**config.mk**
```make
export PLATFORM = sky130hd
export DESIGN_NAME = bcd_updown_counter
export DESIGN_NICKNAME = d
export VERILOG_FILES = /design/src/rtl/bcd_updown_counter.sv
export SDC_FILE = /design/constraint.sdc
export NUM_CORES = 1
export LEC_CHECK = 0
export BUFFER_PORTS_ARGS = -buffer_cell sky130_fd_sc_hd__clkbuf_2
export CAP_MARGIN = 0
export CORE_MARGIN = 2
export CORE_UTILIZATION = 55
export CTS_BUF_LIST = sky130_fd_sc_hd__clkbuf_8
export CTS_CLUSTER_SIZE = 28
export DETAILED_ROUTE_END_ITERATION = 16
export GPL_TIMING_DRIVEN = 0
export PLACE_DENSITY = 0.88
export SLEW_MARGIN = 20
export SYNTH_ARGS = -nofsm -noshare
export SYNTH_HDL_FRONTEND = slang
export SYNTH_SLANG_ARGS = --single-unit
```
**constraint.sdc**
```tcl
create_clock -name clk -period 4.4 [get_ports clk]
set_input_delay 0.44 -clock clk [delete_from_list [all_inputs] [get_ports clk]]
set_output_delay 0.44 -clock clk [all_outputs]
set_load 0.02 [all_outputs]
```
**src/rtl/bcd_updown_counter.sv**
```systemverilog
// Parametrised multi-digit BCD up/down counter with wrap/saturate, load, clear,
// boundary carry pulse and a capture register for a frozen display reading.
module bcd_updown_counter #(
  parameter int unsigned DIGITS   = 4,
  parameter bit          SATURATE = 1'b0
) (
  input  logic                  clk,
  input  logic                  reset_n,
  input  logic                  tick,
  input  logic                  up,
  input  logic                  clear,
  input  logic                  load,
  input  logic [4*DIGITS-1:0]   load_value,
  input  logic                  capture,
  output logic [4*DIGITS-1:0]   count,
  output logic [4*DIGITS-1:0]   held,
  output logic                  carry,
  output logic                  at_limit
);

  localparam int unsigned W = 4 * DIGITS;

  logic [W-1:0]    count_q, count_d;
  logic [W-1:0]    held_q;
  logic            carry_q, carry_d;
  logic [W-1:0]    load_clamped;
  logic [W-1:0]    count_step;
  logic [DIGITS:0] en_up, en_dn;

  // Ripple of per-digit terminal detects; en_*[i] means every digit below i is at its terminal value.
  always_comb begin : digit_chain
    en_up        = '0;
    en_dn        = '0;
    load_clamped = '0;
    count_step   = '0;
    en_up[0]     = 1'b1;
    en_dn[0]     = 1'b1;
    for (int i = 0; i < int'(DIGITS); i++) begin
      en_up[i+1] = en_up[i] & (count_q[4*i +: 4] == 4'd9);
      en_dn[i+1] = en_dn[i] & (count_q[4*i +: 4] == 4'd0);
      load_clamped[4*i +: 4] = (load_value[4*i +: 4] > 4'd9) ? 4'd9 : load_value[4*i +: 4];
      if (up) begin
        if (en_up[i]) begin
          count_step[4*i +: 4] = (count_q[4*i +: 4] == 4'd9) ? 4'd0 : count_q[4*i +: 4] + 4'd1;
        end else begin
          count_step[4*i +: 4] = count_q[4*i +: 4];
        end
      end else begin
        if (en_dn[i]) begin
          count_step[4*i +: 4] = (count_q[4*i +: 4] == 4'd0) ? 4'd9 : count_q[4*i +: 4] - 4'd1;
        end else begin
          count_step[4*i +: 4] = count_q[4*i +: 4];
        end
      end
    end
  end

  assign at_limit = up ? en_up[DIGITS] : en_dn[DIGITS];

  // clear > load > tick; a full-range step wraps naturally through the chain.
  always_comb begin : next_state
    count_d = count_q;
    carry_d = 1'b0;
    if (clear) begin
      count_d = '0;
    end else if (load) begin
      count_d = load_clamped;
    end else if (tick) begin
      carry_d = at_limit;
      if (!(SATURATE && at_limit)) begin
        count_d = count_step;
      end
    end
  end

  always_ff @(posedge clk) begin : regs
    if (!reset_n) begin
      count_q <= '0;
      held_q  <= '0;
      carry_q <= 1'b0;
    end else begin
      count_q <= count_d;
      carry_q <= carry_d;
      if (capture) begin
        held_q <= count_q;
      end
    end
  end

  assign count = count_q;
  assign held  = held_q;
  assign carry = carry_q;

endmodule

```
After elaboration in Yosys (flattened, before gate mapping)
Cells that the tools add are included.

$add $sub $neg: 8. Multiply operators: 0. Divide/modulo/power cells: 0. Magnitude comparators: 4. Equal/unequal tests: 7. Shift operators: 0. Multiplexer cells: 25. Bitwise logic cells: 8. Reductions and logical operators: 13.

Operators with widths (count): 4-bit two-way mux (22); 16-bit two-way mux (2); 4-bit by 1-bit adder with 4-bit output, second input constant (4); 4-bit equality test, second input constant (4); 4-bit > comparator, second input constant (4); 4-bit zero test (4); 4-bit by 1-bit subtractor with 4-bit output, second input constant (4); 3-bit by 1-bit != test with 1-bit output, second input constant (3); 3-bit AND reduction (3); 3-bit nonzero test (3); 1-bit AND (6); 4-bit OR reduction (1); 1-bit inverter (2); 2-bit nonzero test (1); 2-bit OR reduction (1); 1-bit two-way mux (1).

Register bits after elaboration: 33. Latch bits: 0. Memory bits (writable): 0. Memory bits (read-only): 0. Output and inout bits: 34. Word-level logic and storage cells: 71. Memories kept: 0.

Longest topological paths before layout
Depth after elaboration: 7. Mapped depth: 7.

Least setup slack after synthesis
No wires, ideal clock.

Kind: reg2out. Start: reg count_q[10], in the netlist count[10]. End: out at_limit. Arrival: 1.723 ns. Data required time: 3.960 ns. Slack: 2.237 ns. Cell stages (with the launch flop): 4. Cell sequence: dfxtp_1 > clkbuf_1 > or4_1 > o31ai_1.

Word-level cells in the longest chain between the ends: 4. Elaborated cells on any way between the ends: 7. Those cells by class: eq/ne (1); mux (1); bitwise (4); reduce/logical (1).

Ends and longest elaborated chain: start, declared (line 23) `logic [W-1:0] count_q, count_d;`; start signal, assigned (line 82) `count_q <= count_d;`; 4-bit equality test or 4-bit zero test (tied branches) (line 39, 40); 1-bit AND, on equally long branches (2 in series) (line 39, 40); 1-bit two-way mux (*) (line 58) `assign at_limit = up ? en_up[DIGITS] : en_dn[DIGITS];`; end, declared (line 18) `output logic at_limit`.

Every way passes the cells marked *; elsewhere a longest branch is shown, timed or not.

Worst setup path in the final report
Start: reg count_q[2], in the netlist count[2]. End: out at_limit.

Word-level cells in the longest chain between the ends: 5. Elaborated cells on any way between the ends: 9. Those cells by class: eq/ne (1); mux (1); bitwise (6); reduce/logical (1).

Ends and longest elaborated chain (line): 4-bit equality test or 4-bit zero test (tied branches) (39, 40); 1-bit AND, on equally long branches (3 in series) (39, 40); 1-bit two-way mux (*) (58).

Marks and branches as above.

==> summary.txt <==
Status: completed
Crit Reg-Reg Startpoint: count[0]$_SDFFE_PP0P_
Largest net degree at the start of global routing: 12
Leakage power figure: 1.074 nW
Buffer depth of the longest clock path: 2
Highest attainable clock frequency: 0.3708 GHz
Part of the total power dissipated in the clock network: 38.5%
Final period util: 61.30%
Synthesized Nets: 297
Worst-path maximum fanout: 10
Vertical die dimension: 66.75 µm
Post-Route Skew: 0.006525 ns
Routability Congestion: 0.8668
Number of buffers added to fix hold violations after cts: 0
Highest cell delay on the worst timing path: 0.54 ns
Placed wire-length estimate: 4242 µm
Cell-internal power: 0.5608 mW
Ratio of cells with drive above 1 in the final layout: 20.54%
Gr ovfl total: 0
CTS H-tree depth: 2
Minimum clock period after layout: 2.697 ns
Register bit total from synthesis: 33
Post-synth EDFFs: 0
Crit path launch type: flip-flop
CTS Buf Count: 5
Cells traversed along the worst timing path: clkbuf_1 > nor4b_1 > nand2_1 > or3_1 > o31ai_1 > clkbuf_2
PwrDens: 305.7 mW/mm²
Boundary Pins: 57
Final net count: 358
Post-cts resize count: 0
Cell with the biggest individual delay on the critical path: sky130_fd_sc_hd__nor4b_1
Post-layout util: 70.40%
Global-route wire length before repair: 9653 µm
CTS tree: done
Crit path arrival time: 2.26 ns
Hold-critical path depth: 3
Global router's overall resource usage: 28.69%
Setup repair after global routing missed its margin: no
Count of warnings emitted by yosys: 0
Row cnt: 22
Sequential-to-total area share from yosys stat: 30.50%
Clock root buffer: sky130_fd_sc_hd__clkbuf_8
Count of vias placed by the detailed router: 2322
Cell area after synthesis: 0.002166 mm²
Post-route DRC violation count: 0
Total Negative Setup Slacks: 0 ns
Final Max Tran Viols: 0
Worst-margin pin slew: 0.8258 ns
IR drop worst, VDD: 0.2688 mV
Buffers inserted during post-CTS setup optimization: 0
Fraction of power consumed by combinational cells: 21.8%
Tightest slew margin relative to the limit: 44.95%
Total detailed-routing wirelength: 5998 µm
Layout area overhead: 20.80%
Routed Antenna Nets: 0
Worst r2r dst: count[6]$_SDFFE_PP0P_
Max-cap check violation count: 0
Detail-routed via count per cell: 6.047
Total net switching power: 0.2389 mW
Antenna violations before repair: 0
Yosys cell types: 55
Most frequent cells in the layout: sky130_fd_sc_hd__clkbuf_2, sky130_fd_sc_hd__dfxtp_1, sky130_fd_sc_hd__clkbuf_1
Final Hold Fails: 0
Number of detailed-routing iterations run before antenna repair: 5
R2R depth: 6
Post-synthesis cell count: 274
Slack of the worst reg-to-reg path: 2.16 ns
Routed wirelength normalized by instance count: 15.62 µm
Worst Min Path Start: load_value[7]
Final setup fails: 0
Antenna cells: 0
Buffers on Ports: 54
Die width: 66.75 µm
Total core area: 0.003716 mm²
Syn avg cell area: 7.904 µm²
Overall die area: 0.004456 mm²
Critical path capture point type: output port
Worst setup path class: reg2out
Starting density of the core: 58.28%
Worst path required time: 3.96 ns
Share of total power in sequential cells: 39.7%
Worst min-delay path endpoint: count[7]$_SDFFE_PP0P_
Most used DFF post-synth: sky130_fd_sc_hd__dfxtp_1
Sinks on the clock net: 33
Post-CTS clock slew at the launch and capture registers of the worst setup and hold paths: 0.07 ns
Via count of the first global-routing pass: 2108
Initial DRC count: 226
Switching share of power: 29.88%
Kind of path behind the tightest hold check: in2reg
Fraction of registers with async set or reset after synthesis: 0%
Skew-Pair Late Insertion Delay: 0.30 ns
Most common library cell in the layout ignoring fill and taps: sky130_fd_sc_hd__clkbuf_2
logic make-up (layout without fill, tap and decap cells):
group | count (synthesis) | in the layout | share of synthesized area (%)
buffers and inverters | 40 | 102 | 7.337
AO/OA/AOI/OAI | 71 | 71 | 23.92
multiplexers | 19 | 19 | 8.781
XOR/XNOR | 9 | 9 | 3.640
flip-flops | 33 | 33 | 30.50
AND/OR/NAND/NOR | 102 | 102 | 25.82
metal layers:
layer	vias up	global-route usage (%)	wire [µm]	part of all wire, %
li1	1118	-	-	-
met1	1083	34.44	2539	42
met2	109	50.25	2932	49
met3	12	4.730	411	6.9
met4	0	11.99	114	1.9
met5	-	0	0	0
worst max-delay path: cells and delay by family (launching register included):
kind | cells | cell delay [ns]
flip-flops | 1 | 0.33
AND/OR/NAND/NOR | 3 | 1.04
buffers and inverters | 2 | 0.49
AO/OA/AOI/OAI | 1 | 0.10
through the flow:
stage | power (mW) | cell area [µm²] | hold slack [ns] | setup slack (ns) | std cells
after floorplan | 0.4455 | 2166 | 0.5682 | 2.237 | 274
after global placement | 0.4904 | 2496 | 0.4954 | 1.788 | 376
after detailed placement | 0.4950 | 2496 | 0.5085 | 1.796 | 376
after CTS | 0.7982 | 2616 | 0.4097 | 1.767 | 384
after global routing | 0.8327 | 2616 | 0.4223 | 1.584 | 384
final | 0.7997 | 2616 | 0.4091 | 1.703 | 384
power groups by stage:
stage | clock [mW] | combinational, mW | sequential [mW]
2_1_floorplan | 0 | 0.110 | 0.336
3_3_place_gp | 0 | 0.166 | 0.324
5_1_grt | 0.325 | 0.189 | 0.319
6_report | 0.308 | 0.174 | 0.318
3_5_place_dp | 0 | 0.171 | 0.325
4_1_cts | 0.309 | 0.172 | 0.318
state kept, by name, summed over array words and instances (netlist names):
signal,cells
count,16
held,16
carry,1
worst max path at each step:
stage                                      start        to  slack [ns]  cells after the start
final                      count[2]$_SDFFE_PP0P_  at_limit        1.70                      6
after global routing       count[2]$_SDFFE_PP0P_  at_limit        1.58                      6
after CTS                  count[2]$_SDFFE_PP0P_  at_limit        1.77                      6
after detailed placement                      up  at_limit        1.80                      7
after global placement                        up  at_limit        1.79                      7
after floorplan           count[10]$_SDFFE_PP0P_  at_limit        2.24                      3
area by class of cell:
| cell class | count | area (µm²) |
|---|---|---|
| Sequential cell | 33 | 660.6 |
| Clock buffer | 6 | 82.58 |
| Clock inverter | 2 | 37.54 |
| Fill cell | 319 | 1100 |
| Multi-Input combinational cell | 201 | 1346 |
| Buffer | 29 | 117.6 |
| Inverter | 11 | 41.29 |
| Tap cell | 48 | 60.06 |
| Timing Repair Buffer | 54 | 270.3 |
cells in the mapped netlist, drive strengths merged (2+ instances only):
| cell | n | area, µm² |
|---|---|---|
| a21oi | 11 | 58.81 |
| nand3b | 2 | 15.01 |
| nand2 | 14 | 52.55 |
| clkbuf | 24 | 90.09 |
| xnor2 | 7 | 61.31 |
| nand3 | 10 | 50.05 |
| and4b | 2 | 20.02 |
| o22ai | 3 | 18.77 |
| a2111oi | 2 | 36.29 |
| and2 | 2 | 12.51 |
| o21ai | 16 | 80.08 |
| a31oi | 4 | 25.02 |
| a2bb2oi | 3 | 26.28 |
| nor4 | 5 | 31.28 |
| nor3 | 4 | 20.02 |
| a221oi | 8 | 70.07 |
| inv | 11 | 41.29 |
| xor2 | 2 | 17.52 |
| dfxtp | 33 | 660.6 |
| buf | 5 | 27.52 |
| mux2i | 19 | 190.2 |
| nor2b | 20 | 125.1 |
| nand4 | 3 | 18.77 |
| o31ai | 5 | 37.54 |
| nor2 | 23 | 86.33 |
| a221o | 2 | 20.02 |
| or3 | 4 | 30.03 |
| a311oi | 2 | 23.77 |
| a211oi | 3 | 22.52 |
| a21o | 3 | 22.52 |
| nand2b | 4 | 25.02 |
Power figures use the tool's default switching activity.
